===== config.mk =====
export PLATFORM = sky130hd
export DESIGN_NAME = mmio_router_flat
export DESIGN_NICKNAME = d
export VERILOG_FILES = /design/src/rtl/mmio_router_pkg.sv /design/src/rtl/mmio_router_if.sv /design/src/rtl/mmio_window_decode.sv /design/src/rtl/mmio_router.sv /design/src/flat_wrapper.sv
export SDC_FILE = /design/constraint.sdc
export NUM_CORES = 1
export LEC_CHECK = 0
export BUFFER_PORTS_ARGS = -buffer_cell sky130_fd_sc_hd__buf_4
export CAP_MARGIN = 20
export CORE_MARGIN = 3
export CORE_UTILIZATION = 31
export CTS_CLUSTER_DIAMETER = 60
export DETAILED_ROUTE_END_ITERATION = 8
export PLACE_DENSITY = 0.63
export SKIP_CTS_REPAIR_TIMING = 1
export SLEW_MARGIN = 10
export SYNTH_ARGS = -nofsm -noshare
export SYNTH_HDL_FRONTEND = slang
export SYNTH_SLANG_ARGS = --single-unit
export TNS_END_PERCENT = 5

===== constraint.sdc =====
create_clock -name clk -period 8.8 [get_ports clk]
set_clock_uncertainty 0.15 [all_clocks]
set_input_delay 1.76 -clock clk [delete_from_list [all_inputs] [get_ports clk]]
set_output_delay 1.76 -clock clk [all_outputs]
set_load 0.05 [all_outputs]

===== src/rtl/mmio_router_pkg.sv =====
`default_nettype none
// ============================================================================
// mmio_router_pkg : shared types and constants for the MMIO address router
// Rev 1.0
// ============================================================================
package mmio_router_pkg;

  typedef enum logic [0:0] {
    IDLE = 1'b0,
    WAIT = 1'b1
  } state_t;

  localparam logic [31:0] ERR_RDATA         = 32'hDEADBEEF;
  localparam logic [19:0] DEFAULT_MMIO_PAGE = 20'haaaaa;

  typedef struct packed {
    logic [11:0] base;
    logic [11:0] size;
  } window_t;

  // Limit is computed on 13 bits so a window touching the page top cannot wrap.
  function automatic logic in_window(input logic [11:0] off, input window_t win);
    logic [12:0] lim;
    lim = {1'b0, win.base} + {1'b0, win.size};
    return ({1'b0, off} >= {1'b0, win.base}) && ({1'b0, off} < lim);
  endfunction

endpackage
`default_nettype wire


===== src/rtl/mmio_router_if.sv =====
`default_nettype none
// ============================================================================
// mmio_router_if : core request/response, memory and slave-side bus bundle
// Rev 1.0
// ============================================================================
interface mmio_router_if #(
  parameter int NUM_SLV = 4
);
  logic [31:0]           req_addr;
  logic                  req_rd;
  logic                  req_wr;
  logic [31:0]           req_wdata;
  logic [3:0]            req_be;
  logic [31:0]           rdata;
  logic                  hold;
  logic                  err;
  logic                  mem_rd;
  logic                  mem_wr;
  logic [31:0]           mem_rdata;
  logic [NUM_SLV-1:0]    sl_sel;
  logic                  sl_rd;
  logic                  sl_wr;
  logic [11:0]           sl_off;
  logic [31:0]           sl_wdata;
  logic [3:0]            sl_be;
  logic [NUM_SLV*32-1:0] sl_rdata;
  logic [NUM_SLV-1:0]    sl_ready;

  // Environment side: core, data memory and peripherals.
  modport master (
    output req_addr, req_rd, req_wr, req_wdata, req_be, mem_rdata, sl_rdata, sl_ready,
    input  rdata, hold, err, mem_rd, mem_wr, sl_sel, sl_rd, sl_wr, sl_off, sl_wdata, sl_be
  );

  // Router side.
  modport slave (
    input  req_addr, req_rd, req_wr, req_wdata, req_be, mem_rdata, sl_rdata, sl_ready,
    output rdata, hold, err, mem_rd, mem_wr, sl_sel, sl_rd, sl_wr, sl_off, sl_wdata, sl_be
  );
endinterface
`default_nettype wire


===== src/rtl/mmio_window_decode.sv =====
`default_nettype none
// ============================================================================
// mmio_window_decode : combinational page/window decode with RO checking
// Rev 1.0
// ============================================================================
module mmio_window_decode
  import mmio_router_pkg::*;
#(
  parameter int                 NUM_SLV            = 4,
  parameter logic [19:0]        MMIO_PAGE          = DEFAULT_MMIO_PAGE,
  parameter logic [11:0]        SLV_BASE [NUM_SLV] = '{12'h400, 12'h500, 12'h600, 12'h700},
  parameter logic [11:0]        SLV_SIZE [NUM_SLV] = '{12'h008, 12'h002, 12'h020, 12'h008},
  parameter logic [NUM_SLV-1:0] SLV_RO             = '0
) (
  input  logic [31:0]        i_addr,
  input  logic               i_wr,
  output logic               o_page_hit,
  output logic [NUM_SLV-1:0] o_hit,
  output logic               o_unmapped,
  output logic               o_ro_viol
);

  logic [NUM_SLV-1:0] w_in_win;
  logic               w_found;

  assign o_page_hit = (i_addr[31:12] == MMIO_PAGE);

  for (genvar g = 0; g < NUM_SLV; g++) begin : g_win
    window_t w_win;
    assign w_win       = '{base: SLV_BASE[g], size: SLV_SIZE[g]};
    assign w_in_win[g] = in_window(i_addr[11:0], w_win);
  end

  // Overlapping windows resolve to the lowest index.
  always_comb begin
    o_hit   = '0;
    w_found = 1'b0;
    for (int i = 0; i < NUM_SLV; i++) begin
      if (o_page_hit && w_in_win[i] && !w_found) begin
        o_hit[i] = 1'b1;
        w_found  = 1'b1;
      end
    end
  end

  assign o_unmapped = o_page_hit & ~(|o_hit);
  assign o_ro_viol  = i_wr & (|(o_hit & SLV_RO));

endmodule
`default_nettype wire


===== src/rtl/mmio_router.sv =====
`default_nettype none
// ============================================================================
// mmio_router : data-side router to memory and NUM_SLV MMIO windows with
//               wait-states, core hold, timeout abort and error response
// Rev 1.0
// ============================================================================
module mmio_router
  import mmio_router_pkg::*;
#(
  parameter int                 NUM_SLV            = 4,
  parameter logic [19:0]        MMIO_PAGE          = DEFAULT_MMIO_PAGE,
  parameter logic [11:0]        SLV_BASE [NUM_SLV] = '{12'h400, 12'h500, 12'h600, 12'h700},
  parameter logic [11:0]        SLV_SIZE [NUM_SLV] = '{12'h008, 12'h002, 12'h020, 12'h008},
  parameter logic [NUM_SLV-1:0] SLV_RO             = '0,
  parameter int                 TIMEOUT            = 16
) (
  input  logic        clk,
  input  logic        rst,
  mmio_router_if.slave bus
);

  localparam int               c_idx_w    = $clog2(NUM_SLV + 1);
  localparam logic [c_idx_w-1:0] c_idx_none = c_idx_w'(NUM_SLV);
  localparam logic [7:0]       c_timeout  = 8'(TIMEOUT);

  logic                 w_page_hit, w_unmapped, w_ro_viol;
  logic [NUM_SLV-1:0]   w_hit;
  logic                 w_req, w_both, w_err_acc, w_mem_acc, w_slv_acc;
  logic [c_idx_w-1:0]   w_hit_idx;
  logic [NUM_SLV-1:0]   w_wait_sel;
  logic [31:0]          w_slv_rdata;

  state_t               r_state, w_state_nxt;
  logic [7:0]           r_cnt, w_cnt_nxt;
  logic [c_idx_w-1:0]   r_idx, w_idx_nxt;
  logic [NUM_SLV-1:0]   w_sel;
  logic                 w_sl_rd, w_sl_wr, w_hold, w_mem_rd, w_mem_wr;
  logic                 w_cpl, w_tmo, w_err_cpl;

  logic [31:0]          r_rdata;
  logic                 r_err;
  logic                 r_mem_pend;

  mmio_window_decode #(
    .NUM_SLV   (NUM_SLV),
    .MMIO_PAGE (MMIO_PAGE),
    .SLV_BASE  (SLV_BASE),
    .SLV_SIZE  (SLV_SIZE),
    .SLV_RO    (SLV_RO)
  ) u_decode (
    .i_addr     (bus.req_addr),
    .i_wr       (bus.req_wr),
    .o_page_hit (w_page_hit),
    .o_hit      (w_hit),
    .o_unmapped (w_unmapped),
    .o_ro_viol  (w_ro_viol)
  );

  assign w_req     = bus.req_rd | bus.req_wr;
  assign w_both    = bus.req_rd & bus.req_wr;
  assign w_err_acc = w_req & (w_both | w_unmapped | w_ro_viol);
  assign w_mem_acc = w_req & ~w_both & ~w_page_hit;
  assign w_slv_acc = w_req & ~w_both & w_page_hit & ~w_unmapped & ~w_ro_viol;

  always_comb begin
    w_hit_idx  = c_idx_none;
    w_wait_sel = '0;
    for (int i = 0; i < NUM_SLV; i++) begin
      if (w_hit[i])
        w_hit_idx = c_idx_w'(i);
      w_wait_sel[i] = (r_idx == c_idx_w'(i));
    end
  end

  always_comb begin
    w_slv_rdata = '0;
    for (int i = 0; i < NUM_SLV; i++) begin
      if (w_sel[i])
        w_slv_rdata = bus.sl_rdata[32*i +: 32];
    end
  end

  always_ff @(posedge clk) begin
    if (rst) begin
      r_state <= IDLE;
      r_cnt   <= '0;
      r_idx   <= c_idx_none;
    end else begin
      r_state <= w_state_nxt;
      r_cnt   <= w_cnt_nxt;
      r_idx   <= w_idx_nxt;
    end
  end

  always_comb begin
    w_state_nxt = r_state;
    w_cnt_nxt   = r_cnt;
    w_idx_nxt   = r_idx;
    w_sel       = '0;
    w_sl_rd     = 1'b0;
    w_sl_wr     = 1'b0;
    w_hold      = 1'b0;
    w_mem_rd    = 1'b0;
    w_mem_wr    = 1'b0;
    w_cpl       = 1'b0;
    w_tmo       = 1'b0;
    w_err_cpl   = 1'b0;
    case (r_state)
      IDLE: begin
        w_err_cpl = w_err_acc;
        if (w_mem_acc) begin
          w_mem_rd = bus.req_rd;
          w_mem_wr = bus.req_wr;
        end
        if (w_slv_acc) begin
          w_sel   = w_hit;
          w_sl_rd = bus.req_rd;
          w_sl_wr = bus.req_wr;
          if (|(w_hit & bus.sl_ready)) begin
            w_cpl = 1'b1;
          end else begin
            w_hold      = 1'b1;
            w_state_nxt = WAIT;
            w_cnt_nxt   = 8'd1;
            w_idx_nxt   = w_hit_idx;
          end
        end
      end
      WAIT: begin
        w_state_nxt = IDLE;
        w_cnt_nxt   = '0;
        w_idx_nxt   = c_idx_none;
        // A dropped request simply falls back to IDLE without a response.
        if (w_req) begin
          if (r_cnt >= c_timeout) begin
            w_tmo = 1'b1;
          end else begin
            w_sel   = w_wait_sel;
            w_sl_rd = bus.req_rd;
            w_sl_wr = bus.req_wr;
            if (|(w_wait_sel & bus.sl_ready)) begin
              w_cpl = 1'b1;
            end else begin
              w_hold      = 1'b1;
              w_state_nxt = WAIT;
              w_cnt_nxt   = r_cnt + 8'd1;
              w_idx_nxt   = r_idx;
            end
          end
        end
      end
      default: w_state_nxt = IDLE;
    endcase
    if (rst) begin
      w_sel     = '0;
      w_sl_rd   = 1'b0;
      w_sl_wr   = 1'b0;
      w_hold    = 1'b0;
      w_mem_rd  = 1'b0;
      w_mem_wr  = 1'b0;
      w_cpl     = 1'b0;
      w_tmo     = 1'b0;
      w_err_cpl = 1'b0;
    end
  end

  // Memory data arrives a cycle after the strobe and is passed straight through,
  // then latched so rdata keeps holding it afterwards.
  always_ff @(posedge clk) begin
    if (rst) begin
      r_rdata    <= '0;
      r_err      <= 1'b0;
      r_mem_pend <= 1'b0;
    end else begin
      r_err      <= w_err_cpl | w_tmo;
      r_mem_pend <= w_mem_rd | w_mem_wr;
      if (w_cpl)
        r_rdata <= w_sl_rd ? w_slv_rdata : 32'h0;
      else if (w_err_cpl)
        r_rdata <= 32'h0;
      else if (w_tmo)
        r_rdata <= ERR_RDATA;
      else if (r_mem_pend)
        r_rdata <= bus.mem_rdata;
    end
  end

  assign bus.rdata    = r_mem_pend ? bus.mem_rdata : r_rdata;
  assign bus.err      = r_err;
  assign bus.hold     = w_hold;
  assign bus.mem_rd   = w_mem_rd;
  assign bus.mem_wr   = w_mem_wr;
  assign bus.sl_sel   = w_sel;
  assign bus.sl_rd    = w_sl_rd;
  assign bus.sl_wr    = w_sl_wr;
  assign bus.sl_off   = bus.req_addr[11:0];
  assign bus.sl_wdata = bus.req_wdata;
  assign bus.sl_be    = bus.req_be;

endmodule
`default_nettype wire


===== src/flat_wrapper.sv =====
// flat-port wrapper written by rule: the top's interface ports become plain ports
module mmio_router_flat import mmio_router_pkg::*;
#(
  parameter int                 NUM_SLV            = 4,
  parameter logic [19:0]        MMIO_PAGE          = DEFAULT_MMIO_PAGE,
  parameter logic [11:0]        SLV_BASE [NUM_SLV] = '{12'h400, 12'h500, 12'h600, 12'h700},
  parameter logic [11:0]        SLV_SIZE [NUM_SLV] = '{12'h008, 12'h002, 12'h020, 12'h008},
  parameter logic [NUM_SLV-1:0] SLV_RO             = '0,
  parameter int                 TIMEOUT            = 16
)
  (clk, rst, bus_req_addr, bus_req_rd, bus_req_wr, bus_req_wdata, bus_req_be, bus_mem_rdata, bus_sl_rdata, bus_sl_ready, bus_rdata, bus_hold, bus_err, bus_mem_rd, bus_mem_wr, bus_sl_sel, bus_sl_rd, bus_sl_wr, bus_sl_off, bus_sl_wdata, bus_sl_be);
  mmio_router_if #(.NUM_SLV(NUM_SLV)) bus_i ();
  input  logic clk;
  input  logic rst;
  input wire logic [$bits(bus_i.req_addr)-1:0] bus_req_addr;
  input wire logic [$bits(bus_i.req_rd)-1:0] bus_req_rd;
  input wire logic [$bits(bus_i.req_wr)-1:0] bus_req_wr;
  input wire logic [$bits(bus_i.req_wdata)-1:0] bus_req_wdata;
  input wire logic [$bits(bus_i.req_be)-1:0] bus_req_be;
  input wire logic [$bits(bus_i.mem_rdata)-1:0] bus_mem_rdata;
  input wire logic [$bits(bus_i.sl_rdata)-1:0] bus_sl_rdata;
  input wire logic [$bits(bus_i.sl_ready)-1:0] bus_sl_ready;
  output wire logic [$bits(bus_i.rdata)-1:0] bus_rdata;
  output wire logic [$bits(bus_i.hold)-1:0] bus_hold;
  output wire logic [$bits(bus_i.err)-1:0] bus_err;
  output wire logic [$bits(bus_i.mem_rd)-1:0] bus_mem_rd;
  output wire logic [$bits(bus_i.mem_wr)-1:0] bus_mem_wr;
  output wire logic [$bits(bus_i.sl_sel)-1:0] bus_sl_sel;
  output wire logic [$bits(bus_i.sl_rd)-1:0] bus_sl_rd;
  output wire logic [$bits(bus_i.sl_wr)-1:0] bus_sl_wr;
  output wire logic [$bits(bus_i.sl_off)-1:0] bus_sl_off;
  output wire logic [$bits(bus_i.sl_wdata)-1:0] bus_sl_wdata;
  output wire logic [$bits(bus_i.sl_be)-1:0] bus_sl_be;
  assign bus_i.req_addr = bus_req_addr;
  assign bus_i.req_rd = bus_req_rd;
  assign bus_i.req_wr = bus_req_wr;
  assign bus_i.req_wdata = bus_req_wdata;
  assign bus_i.req_be = bus_req_be;
  assign bus_i.mem_rdata = bus_mem_rdata;
  assign bus_i.sl_rdata = bus_sl_rdata;
  assign bus_i.sl_ready = bus_sl_ready;
  assign bus_rdata = bus_i.rdata;
  assign bus_hold = bus_i.hold;
  assign bus_err = bus_i.err;
  assign bus_mem_rd = bus_i.mem_rd;
  assign bus_mem_wr = bus_i.mem_wr;
  assign bus_sl_sel = bus_i.sl_sel;
  assign bus_sl_rd = bus_i.sl_rd;
  assign bus_sl_wr = bus_i.sl_wr;
  assign bus_sl_off = bus_i.sl_off;
  assign bus_sl_wdata = bus_i.sl_wdata;
  assign bus_sl_be = bus_i.sl_be;
  mmio_router #(.NUM_SLV(NUM_SLV), .MMIO_PAGE(MMIO_PAGE), .SLV_BASE(SLV_BASE), .SLV_SIZE(SLV_SIZE), .SLV_RO(SLV_RO), .TIMEOUT(TIMEOUT)) u_core (.clk(clk), .rst(rst), .bus(bus_i));
endmodule

# Word-level counts from Yosys, hierarchy flattened
# Cells that the tools add are included.
# op_classes
n_eq_ne	7
magnitude_cmp	9
bitwise_logic	18
n_mux	72
reduce_logical	20
n_addsub	1
# op_table
cell	n
2-to-1 mux 32 bit	9
>= comparator 12 x 11 -> 1 bit, second input constant	4
less-than comparator 12 x 11 -> 1 bit, second input constant	4
2-to-1 mux 8 bit	5
2-to-1 mux 1 bit	38
2-to-1 mux 3 bit	9
== test 20 bit, second input constant	1
2-to-1 mux 4 bit	4
one-hot mux 8 bit (2 select lines)	1
OR reduction 4 bit	3
logical AND 1 bit	11
adder 8 x 1 -> 8 bit, second input constant	1
bitwise AND 4 bit	2
>= comparator 8 x 5 -> 1 bit, second input constant	1
one-hot mux 1 bit (2 select lines)	4
one-hot mux 4 bit (2 select lines)	1
bitwise AND 1 bit	7
== test 3 x 2 -> 1 bit, second input constant	2
one-hot mux 3 bit (2 select lines)	1
inverter 1 bit	5
!= test 4 bit, second input constant	1
bitwise OR 1 bit	4
== test 3 x 1 -> 1 bit, second input constant	1
logical NOT 1 bit	3
5 further kinds	5
# word_totals
inputBits	236
output_inout_bits	90
register_bits	46
elab_cells	133

# Longest topological paths before layout
# Gate-level depths: netlist of the first run.
# depth
ltp_word	27
ltp_mapped	10
mapped_depth_nobuf	9

# Hierarchy
# From an unflattened synthesis of the first run, not the netlist that was laid out.
# hier_totals
cells_unflattened	505
area_unflattened_um2	4026.4
# by_module_without_submodules
module	cells_per_inst	instances	seq_area_each_um2	area_per_inst_um2
mmio_router	478	1	920.9	3834.9
mmio_window_decode	27	1	0.0	191.4

# Worst setup path after synthesis of the first run
# Ideal clock, no wire load.
# synth_path
kind	input -> output
startpoint	input port bus_req_addr[7]
endpoint	output port bus_sl_sel[2]
path_slack_ns	2.938
t_required_ns	6.890
path_stages	8
arrival_time_ns	3.952
n_path_buf	3
cell_sequence	or3_1 > buf_2 > nor2_2 > and4_1 > clkbuf_1 > buf_2 > inv_1 > a21oi_1
# synth_via
elab_chain_len	21
word_cells_on_any_way	36
cone_classes	8 x order compare; 9 x mux; 4 x bitwise; 15 x reduce/logical
# synth_rtl
element	line	source
start: declaration	flat_wrapper.sv:15	input wire logic [$bits(bus_i.req_addr)-1:0] bus_req_addr;
>= comparator 12 x 11 -> 1 bit / less-than comparator 12 x 11 -> 1 bit (equally long branches)	mmio_router_pkg.sv:25	return ({1'b0, off} >= {1'b0, win.base}) && ({1'b0, off} < lim);
logical AND 1 bit	mmio_router_pkg.sv:25	
logical AND 1 bit	mmio_window_decode.sv:39	if (o_page_hit && w_in_win[i] && !w_found) begin
2-to-1 mux 1 bit	mmio_window_decode.sv:39	
logical NOT 1 bit	mmio_window_decode.sv:39	
logical AND 1 bit	mmio_window_decode.sv:39	
2-to-1 mux 1 bit	mmio_window_decode.sv:39	
logical NOT 1 bit	mmio_window_decode.sv:39	
[... 5 more ...]	-	
OR reduction 4 bit	mmio_window_decode.sv:46	assign o_unmapped = o_page_hit & ~(|o_hit);
inverter 1 bit	mmio_window_decode.sv:46	
bitwise AND 1 bit	mmio_window_decode.sv:46	
inverter 1 bit	mmio_router.sv:63	assign w_slv_acc = w_req & ~w_both & w_page_hit & ~w_unmapped & ~w_ro_viol;
bitwise AND 1 bit	mmio_router.sv:63	
2-to-1 mux 4 bit (*)	mmio_router.sv:115	if (w_slv_acc) begin
one-hot mux 4 bit (2 select lines) (*)	mmio_router.sv:108	case (r_state)
2-to-1 mux 4 bit (*)	mmio_router.sv:154	if (rst) begin
end: declaration	flat_wrapper.sv:28	output wire logic [$bits(bus_i.sl_sel)-1:0] bus_sl_sel;
# Mark *: on every way between the ends. The rest lies on a longest branch, timed or not.

# Final worst setup path of the first run
# Ends and elaborated chain as after synthesis.

==> results.py, run 1 <==
metrics = {
    "synth": {
        "ys_types": 76,
        "ys_warn_count": 0,
        "syn_area_mm2": 0.00564,
        "synth_edf_count": 0,
        "synthTopCellsByCount": "nor2_1, clkbuf_1, buf_4",
        "synth_top_area_share_pct": 16.3,
        "syn_inst": 744,
        "synth_nets": 984,
        "synth_async_sr_flop_share_pct": 0,
        "synth_seq_cells": 46,
        "synth.avg_cell_area_um2": 7.58,
        "ys.flop_type": "dfxtp_1",
        "synth_area_leader_cell": "dfxtp_1",
        "synth_area_leaders": "dfxtp_1, buf_4, mux2_2",
        "yosys.cell_count.top_type": "nor2_1",
        "synth_seq_area_share_pct": 16.3,
    },
    "worst_hold_path": {
        "hold_start": "u_core.r_cnt[1]$_SDFFE_PP0P_",
        "min_path_cells": 2,
        "whs_endpoint": "u_core.r_cnt[1]$_SDFFE_PP0P_",
        "min_path_type": "reg -> reg",
    },
    "routing": {
        "wl_per_cell_um": 20.8,
        "viasPerCell": 5.80,
        "route.detailed.drc": 0,
        "drt_iter0_markers": 603,
        "drt-total-wl_mm": 23.4,
        "num_vias": 6525,
        "drt-pass1-iter-count": 6,
        "drtAntennaViolNets": 0,
    },
    "placed_design": {
        "port-buffer-count": 251,
        "place_worst_setup_slack_ns": 2.36,
        "dp_hpwl_mm": 18.0,
        "gp_congestion": 0.874,
    },
    "sta": {
        "worstMarginPinSlew_ns": 1.08,
        "slew_headroom_pct": 28.1,
        "fin_tns_setup_ns": 0,
        "rsz0062_at_grt": "no",
        "fin_crit_ns": 6.19,
        "setup_viol": 0,
        "max_freq_ghz": 0.161,
        "fin_ws_ns": 2.61,
        "post-route-period-util_pct": 70.4,
        "drv_slew": 0,
        "hold_viol_final": 0,
    },
    "die": {
        "core_area_mm2": 0.0175,
        "row_count": 48,
        "initial_core_util_pct": 32.1,
        "ios": 326,
        "die_y_um": 141,
        "design.die.area_mm2": 0.0198,
        "dieWidth_um": 141,
    },
    "clock_network": {
        "clk_path_buf_depth": 2,
        "clk-insertion-delay-late_ns": 0.30,
        "htreeDepth": 2,
        "clk_pin_slew_ns": 0.07,
        "cts_root_buf": "clkbuf_16",
        "cts_buffers": 5,
        "cts.sinks": 46,
        "cts_tree": "built",
    },
    "critical_path": {
        "cp-end-kind": "primary output",
        "critical_path.max_fanout": 19,
        "rr_worst_depth": 6,
        "r2r-end": "u_core.r_rdata[29]$_SDFF_PP0_",
        "cp.arrival_ns": 4.28,
        "reg2reg_slack_ns": 5.45,
        "startpoint_type": "input pin",
        "worst_ep_required_time_ns": 6.89,
        "r2r-start": "u_core.r_state$_DFF_P_",
        "crit_type": "in -> out",
    },
    "finish": {
        "insertedDiodeCount": 0,
        "fin_nets": 1139,
        "fill_cells": 1832,
        "areaGrowthSynthToFinish_pct": 31.7,
        "drive_gt1_share_pct": 38.8,
    },
    "run": {
        "cap_viol_max_count": 0,
    },
    "power": {
        "power.leakage_nw": 2.83,
        "power.density_mw_per_mm2": 96.3,
        "peakVddDrop_mv": 0.0683,
    },
    "global_route": {
        "grt_pass1_wl_mm": 35.4,
        "grt_pass1_vias": 6307,
        "gr-total-overflow": 0,
        "grt_antenna_before_repair": 1,
        "grt_max_degree": 80,
        "gr-usage-all-layers_pct": 22.2,
    },
    "run_status": {
        "outcome": "finished, final reports clean",
    },
}
[routing by layer]
metal	share of wire [%]	up-vias	wire [um]	track usage, %
met2	46	361	10800	36.9
li1	-	3113	-	-
met3	10	49	2360	4.61
met5	0.055	-	13	0
met1	42	3000	9760	29.2
met4	2.3	2	535	5.92
[per-stage QoR]
step / total power [mW] / utilization (%) / instances / hold WS [ns] / area [um2]
global placement: 0.487 / 41.2 / 1114 / 0.325 / 7230
CTS: 0.724 / 42.3 / 1124 / 0.360 / 7420
finish: 0.715 / 42.3 / 1125 / 0.354 / 7420
detailed placement: 0.488 / 41.3 / 1116 / 0.340 / 7240
global route: 0.747 / 42.3 / 1125 / 0.398 / 7420
floorplan: 0.415 / - / 744 / 0.311 / 5640
[state kept, by name, indices dropped and copies added (netlist names)]
name / count
u_core.r_state: 1
u_core.r_cnt: 8
u_core.r_idx: 3
u_core.r_rdata: 32
u_core.bus.err: 1
u_core.r_mem_pend: 1
[critical path, stage by stage]
cell and delay [ns]:
buf_4 0.12, or3_1 0.46, nor2_2 0.71, and4_1 0.76, inv_1 0.09, a21oi_1 0.14, buf_4 0.22
[cells by family (layout without fill, tap and decap cells)]
kind of cell / Yosys count / count (layout) / share of synthesized area (%)
fa+ha+maj: 4 / 4 / 0.888
mux: 33 / 33 / 6.77
buf+inv: 144 / 300 / 13.4
flops: 46 / 46 / 16.3
compound gates: 213 / 213 / 28.0
simple gates: 304 / 304 / 34.6
[final cells by class]
cell class	instances	area, um2	area share (%)
inverter	29	109	1.47
clock inverter	3	48.8	0.657
timing repair buffer	263	1970	26.6
clock buffer	5	125	1.69
tap	225	282	3.79
multi-input combinational	554	3960	53.4
sequential	46	922	12.4
[layout by cell type (no fill, tap or decap), drive strengths merged, types with 9 or more instances in the layout]
cell and count:
a21oi 28, nor4 15, dfxtp 46, mux2 31, a211oi 16, a2111oi 9
o21ai 41, nor3b 21, nor3 20, nand3b 32, buf 263, inv 30
nand2b 19, o211ai 9, o221ai 15, nor2b 22, nand2 24, o32ai 14
a221o 15, nand4 23, nor2 63, o22ai 21, nand4b 15
[power breakdown]
group	leakage [nW]	internal (mW)	switching, mW
Sequential	0.374	0.217	0.00720
Clock	0.0819	0.136	0.0959
Combinational	2.37	0.115	0.144
[how the worst max path moves through the flow]
stage / from / endpoint / slack, ns / depth (start not counted)
after detailed placement: bus_req_addr[7] / bus_sl_sel[3] / 2.36 / 7
after CTS: bus_req_addr[7] / bus_sl_sel[3] / 2.36 / 7
final: bus_req_addr[7] / bus_sl_sel[2] / 2.61 / 7
after floorplan: bus_req_addr[7] / bus_sl_sel[2] / 2.94 / 8
after global routing: bus_req_addr[7] / bus_sl_sel[2] / 2.44 / 7
after global placement: bus_req_addr[7] / bus_sl_sel[3] / 2.45 / 7
(Power assumes the default switching activity.)
==> run 2: changes to the inputs <==
==> constraint.sdc (replaced) <==
create_clock -name clk -period 5.7 [get_ports clk]
set_clock_uncertainty 0.15 [all_clocks]
set_input_delay 1.14 -clock clk [delete_from_list [all_inputs] [get_ports clk]]
set_output_delay 1.14 -clock clk [all_outputs]
set_load 0.05 [all_outputs]
==> run 2 against run 1 <==
Effect of this change:
- via count is 1.2% higher
- combinational power grew 55%
- power rose by 54%
- largest cell class unchanged
- clock power up 52%
- first-iteration DRC count shrank 10%
- worst setup slack worse by 1.6 ns
- register-to-register slack worse by 3.1 ns
- utilization grew 0.12 points
- die area did not move
- sequential power increased by 54%
==> results.py, run 2 (synthesized netlist as in run 1, its figures left out) <==
metrics = {
    "run_status": {
        "outcome": "finished, final reports clean",
    },
    "die": {
        "dieWidth_um": 141,
        "ios": 326,
        "design.die.area_mm2": 0.0198,
        "initial_core_util_pct": 32.1,
        "row_count": 48,
        "die_y_um": 141,
        "core_area_mm2": 0.0175,
    },
    "critical_path": {
        "critical_path.max_fanout": 24,
        "crit_end": "bus_sl_sel[3]",
        "r2r-end": "u_core.r_rdata[29]$_SDFF_PP0_",
        "cp.arrival_ns": 3.37,
        "rr_worst_depth": 6,
        "crit_start": "bus_req_wr",
        "startpoint_type": "input pin",
        "crit_type": "in -> out",
        "reg2reg_slack_ns": 2.40,
        "cp-end-kind": "primary output",
        "worst_ep_required_time_ns": 4.41,
        "r2r-start": "u_core.r_state$_DFF_P_",
    },
    "finish": {
        "layout_common_cells": "buf_4, nor2_1, dfxtp_1, o21ai_0, nand3b_1",
        "drive_gt1_share_pct": 39.0,
        "fin_area_mm2": 0.00744,
        "fill_cells": 1832,
        "largest_reg_flops": 32,
        "layoutNonFillerInstCount": 1128,
        "areaGrowthSynthToFinish_pct": 32.0,
        "layout_commonest_cell": "buf_4",
        "top_register": "u_core.r_rdata",
        "multiInputGateArea_mm2": 0.00396,
        "largestRegisters": "u_core.r_rdata: 32 flops, u_core.r_cnt: 8 flops, u_core.r_idx: 3 flops",
        "fin_nets": 1142,
        "insertedDiodeCount": 0,
        "regArea_um2": 922,
    },
    "sta": {
        "fin_tns_setup_ns": 0,
        "fin_crit_ns": 4.66,
        "max_freq_ghz": 0.215,
        "slew_headroom_pct": 25.9,
        "setup_viol": 0,
        "rsz0062_at_grt": "no",
        "drv_slew": 0,
        "hold_viol_final": 0,
        "hold_ws_ns": 0.361,
        "worstMarginPinSlew_ns": 1.11,
        "fin_ws_ns": 1.04,
        "post-route-period-util_pct": 81.7,
    },
    "power": {
        "p_seq_share_pct": 31.4,
        "peakVddDrop_mv": 0.105,
        "p_sw_share_pct": 34.6,
        "p_clk_share_pct": 32.0,
        "combPwrFrac_pct": 36.6,
        "power.switching_mw": 0.380,
        "power.leakage_nw": 2.85,
        "power.density_mw_per_mm2": 148,
        "internal_power_mw": 0.719,
    },
    "routing": {
        "wl_per_cell_um": 21.0,
        "viasPerCell": 5.85,
        "drtAntennaViolNets": 0,
        "drt-total-wl_mm": 23.7,
        "route.detailed.drc": 0,
        "drt-pass1-iter-count": 6,
        "num_vias": 6604,
        "drt_iter0_markers": 542,
    },
    "placed_design": {
        "gp_congestion": 0.847,
        "postPlaceCellArea_mm2": 0.00726,
        "dp.cells": 1119,
        "dp_hpwl_mm": 18.2,
        "place_worst_setup_slack_ns": 1.04,
        "port-buffer-count": 251,
    },
    "clock_network": {
        "clk_pin_slew_ns": 0.07,
        "cts.sinks": 46,
        "htreeDepth": 2,
        "clk_path_buf_depth": 2,
        "cts_buffers": 5,
        "cts_tree": "built",
        "clk-insertion-delay-late_ns": 0.30,
        "cts_root_buf": "clkbuf_16",
    },
    "global_route": {
        "gr-total-overflow": 0,
        "grt_pass1_wl_mm": 35.3,
        "grt_max_degree": 82,
        "grt_pass1_vias": 6334,
        "gr-usage-all-layers_pct": 22.2,
        "grt_antenna_before_repair": 0,
    },
    "run": {
        "cap_viol_max_count": 0,
    },
    "worst_hold_path": {
        "min_path_type": "reg -> reg",
    },
}
==> run 2: stage by stage <==
step	util, %	power (mW)
6_report	42.5	1.10
5_1_grt	42.5	1.14
4_1_cts	42.4	1.11
3_5_place_dp	41.4	0.755
3_3_place_gp	41.4	0.754
2_1_floorplan	-	0.641
==> run 2: worst max-delay path, stage by stage <==
cell     delay [ns]
buf_4          0.10
inv_1          0.04
ha_1           0.30
nor2b_4        0.51
and3_1         0.24
a41oi_1        0.21
or2_1          0.34
inv_2          0.24
buf_4          0.25
==> run 2: area by class of cell <==
type	instances	share of cell area, %
clock buffer	5	1.68
inverter	29	1.46
timing repair buffer	266	26.9
clock inverter	3	0.538
tap	225	3.78
sequential	46	12.4
multi-input combinational	554	53.2
==> run 2: metal layers <==
layer  global-route usage [%]  vias to the layer above  part of all wire (%)
met3                     4.99                       53                   8.7
met1                     28.1                     3086                    42
met2                     36.9                      340                    46
met4                     8.16                        0                   3.0
li1                         -                     3125                     -
met5                        0                        -                     0
==> run 2: power groups by stage <==
stage          clock [mW]  sequential [mW]  combinational, mW
6_report            0.352            0.346              0.402
5_1_grt             0.371            0.347              0.426
4_1_cts             0.363            0.346              0.402
3_5_place_dp            0            0.354              0.401
3_3_place_gp            0            0.353              0.400
2_1_floorplan           0            0.345              0.296
==> run 2: worst min-delay path by stage <==
stage,from,endpoint,slack [ns],depth (start not counted)
2_1_floorplan,u_core.r_cnt[7]$_SDFFE_PP0P_,u_core.r_cnt[7]$_SDFFE_PP0P_,0.31,2
3_3_place_gp,u_core.r_cnt[7]$_SDFFE_PP0P_,u_core.r_cnt[7]$_SDFFE_PP0P_,0.32,2
3_5_place_dp,u_core.r_cnt[3]$_SDFFE_PP0P_,u_core.r_cnt[3]$_SDFFE_PP0P_,0.35,2
4_1_cts,u_core.r_cnt[3]$_SDFFE_PP0P_,u_core.r_cnt[3]$_SDFFE_PP0P_,0.36,2
5_1_grt,u_core.r_cnt[7]$_SDFFE_PP0P_,u_core.r_cnt[7]$_SDFFE_PP0P_,0.39,2
6_report,u_core.r_cnt[7]$_SDFFE_PP0P_,u_core.r_cnt[7]$_SDFFE_PP0P_,0.36,2
==> run 3: changes to the inputs <==
==> constraint.sdc (replaced) <==
create_clock -name clk -period 4.4 [get_ports clk]
set_clock_uncertainty 0.15 [all_clocks]
set_input_delay 0.88 -clock clk [delete_from_list [all_inputs] [get_ports clk]]
set_output_delay 0.88 -clock clk [all_outputs]
set_load 0.05 [all_outputs]
==> run 3 against run 2 <==
Effect of this change:
- utilization up 0.29 points
- non-clock buffer count up 9
- clock-buffer cell count up 2
- via count down 0.50%
- global-route usage up 0.36 points
- cell count up 0.80%
- critical path type unchanged
- critical endpoint is now bus_sl_sel[0]
- largest power group unchanged
==> results.py, run 3 (synthesized netlist as in run 1, its figures left out) <==
metrics = {
    "sta": {
        "slew_headroom_pct": 39.5,
        "fin_crit_ns": 3.93,
        "setup_viol": 0,
        "rsz0062_at_grt": "no",
        "hold_viol_final": 0,
        "post-route-period-util_pct": 89.3,
        "max_freq_ghz": 0.255,
        "drv_slew": 0,
        "worstMarginPinSlew_ns": 0.903,
        "fin_tns_setup_ns": 0,
    },
    "critical_path": {
        "crit_chain": "buf_4, or3_1, nor4_1, nand4_1, o21a_1, nor2_1, buf_4",
        "cp-end-kind": "primary output",
        "startpoint_type": "input pin",
        "cpPeakStageDelay_ns": 0.48,
        "worst_ep_required_time_ns": 3.37,
        "crit_type": "in -> out",
        "cp_slowest_cell": "or3_1",
        "critPathBufInv": 2,
        "path_common_cell": "buf_4",
        "cp.arrival_ns": 2.90,
        "cp_top_family": "simple AND/OR/NAND/NOR gates",
        "critical_path.max_fanout": 6,
    },
    "clock_network": {
        "htreeDepth": 2,
        "clk-insertion-delay-late_ns": 0.30,
        "cts_buffers": 5,
        "clk_pin_slew_ns": 0.06,
        "cts.sinks": 46,
        "cts_root_buf": "clkbuf_16",
        "clk_path_buf_depth": 2,
        "cts_tree": "built",
    },
    "power": {
        "peakVddDrop_mv": 0.135,
        "power_mw": 1.38,
        "power.leakage_nw": 2.88,
        "power.density_mw_per_mm2": 184,
    },
    "run_status": {
        "outcome": "finished, final reports clean",
    },
    "global_route": {
        "grt_pass1_wl_mm": 35.9,
        "grt_antenna_before_repair": 0,
        "gr-total-overflow": 0,
        "grt_max_degree": 83,
        "grt_pass1_vias": 6403,
        "gr-usage-all-layers_pct": 22.6,
    },
    "placed_design": {
        "dp.cells": 1128,
        "dp_hpwl_mm": 18.3,
        "gp_congestion": 0.861,
        "port-buffer-count": 251,
    },
    "finish": {
        "fin_nets": 1151,
        "top_register": "u_core.r_rdata",
        "insertedDiodeCount": 0,
        "areaGrowthSynthToFinish_pct": 32.9,
        "layout_commonest_cell": "buf_4",
        "drive_gt1_share_pct": 39.5,
        "layout_common_cells": "buf_4, nor2_1, dfxtp_1, o21ai_0, nand3b_1",
        "layoutNonFillerInstCount": 1137,
        "largest_reg_flops": 32,
        "largestRegisters": "u_core.r_rdata: 32 flops, u_core.r_cnt: 8 flops, u_core.r_idx: 3 flops",
    },
    "die": {
        "ios": 326,
        "initial_core_util_pct": 32.1,
        "dieWidth_um": 141,
        "design.die.area_mm2": 0.0198,
        "row_count": 48,
        "core_area_mm2": 0.0175,
        "die_y_um": 141,
    },
    "routing": {
        "drtAntennaViolNets": 0,
        "route.detailed.drc": 0,
        "drt_iter0_markers": 612,
        "num_vias": 6571,
        "drt-total-wl_mm": 23.7,
        "drt-pass1-iter-count": 5,
        "viasPerCell": 5.78,
        "wl_per_cell_um": 20.8,
    },
    "worst_hold_path": {
        "min_path_type": "reg -> reg",
    },
    "run": {
        "cap_viol_max_count": 0,
    },
}
-- run 3: cell types whose count changed in the layout (fill, tap and decap cells not counted) --
cell and delta:
buf_4 +9, bufinv_16 -1, clkbuf_1 +1, clkbuf_8 +1
clkinv_2 -1
-- run 3: path summary, 6_finish.rpt --
| kind | start | end | slack [ns] | depth (start not counted) |
|---|---|---|---|---|
| worst max register to register | u_core.r_cnt[4]$_SDFFE_PP0P_ | u_core.r_rdata[9]$_SDFF_PP0_ | 1.71 | 7 |
| worst min-delay path | u_core.r_cnt[1]$_SDFFE_PP0P_ | u_core.r_cnt[1]$_SDFFE_PP0P_ | 0.35 | 2 |
| worst min register to register | u_core.r_cnt[1]$_SDFFE_PP0P_ | u_core.r_cnt[1]$_SDFFE_PP0P_ | 0.35 | 2 |
| worst max-delay path | bus_req_addr[7] | bus_sl_sel[0] | 0.47 | 7 |
-- run 3: worst min-delay path: stages, from the launching register on --
cell and delay [ns]:
dfxtp_1 0.34, nand2_1 0.06, a21oi_1 0.05
-- run 3: area by class of cell --
type                            instances  area (um2)
Clock buffer                            7         143
Tap cell                              225         282
Multi-Input combinational cell        554        3960
Fill cell                            1822       10000
Inverter                               29         109
Sequential cell                        46         922
Clock inverter                          1        5.00
Timing Repair Buffer                  275        2070
-- run 3: power by group --
part	switching [mW]	internal (mW)
Clock	0.184	0.226
Sequential	0.0147	0.434
Combinational	0.290	0.232
Total	0.489	0.893
-- run 3: routing by layer --
layer  vias up  routed length [um]  track usage (%)
met4         0                 628             6.53
li1       3143                   -                -
met5         -                   0                0
met1      3076                9990             29.5
met2       306               11100             37.7
met3        46                1970             4.51
-- run 3: through the flow --
step / worst slack (ns) / hold slack (ns) / instance area [um2] / utilization (%)
4_1_cts: 0.493 / 0.354 / 7480 / 42.7
2_1_floorplan: 0.298 / 0.311 / 5640 / -
6_report: 0.471 / 0.353 / 7490 / 42.7
3_3_place_gp: 0.481 / 0.327 / 7330 / 41.8
5_1_grt: 0.339 / 0.386 / 7490 / 42.7
3_5_place_dp: 0.515 / 0.339 / 7330 / 41.8
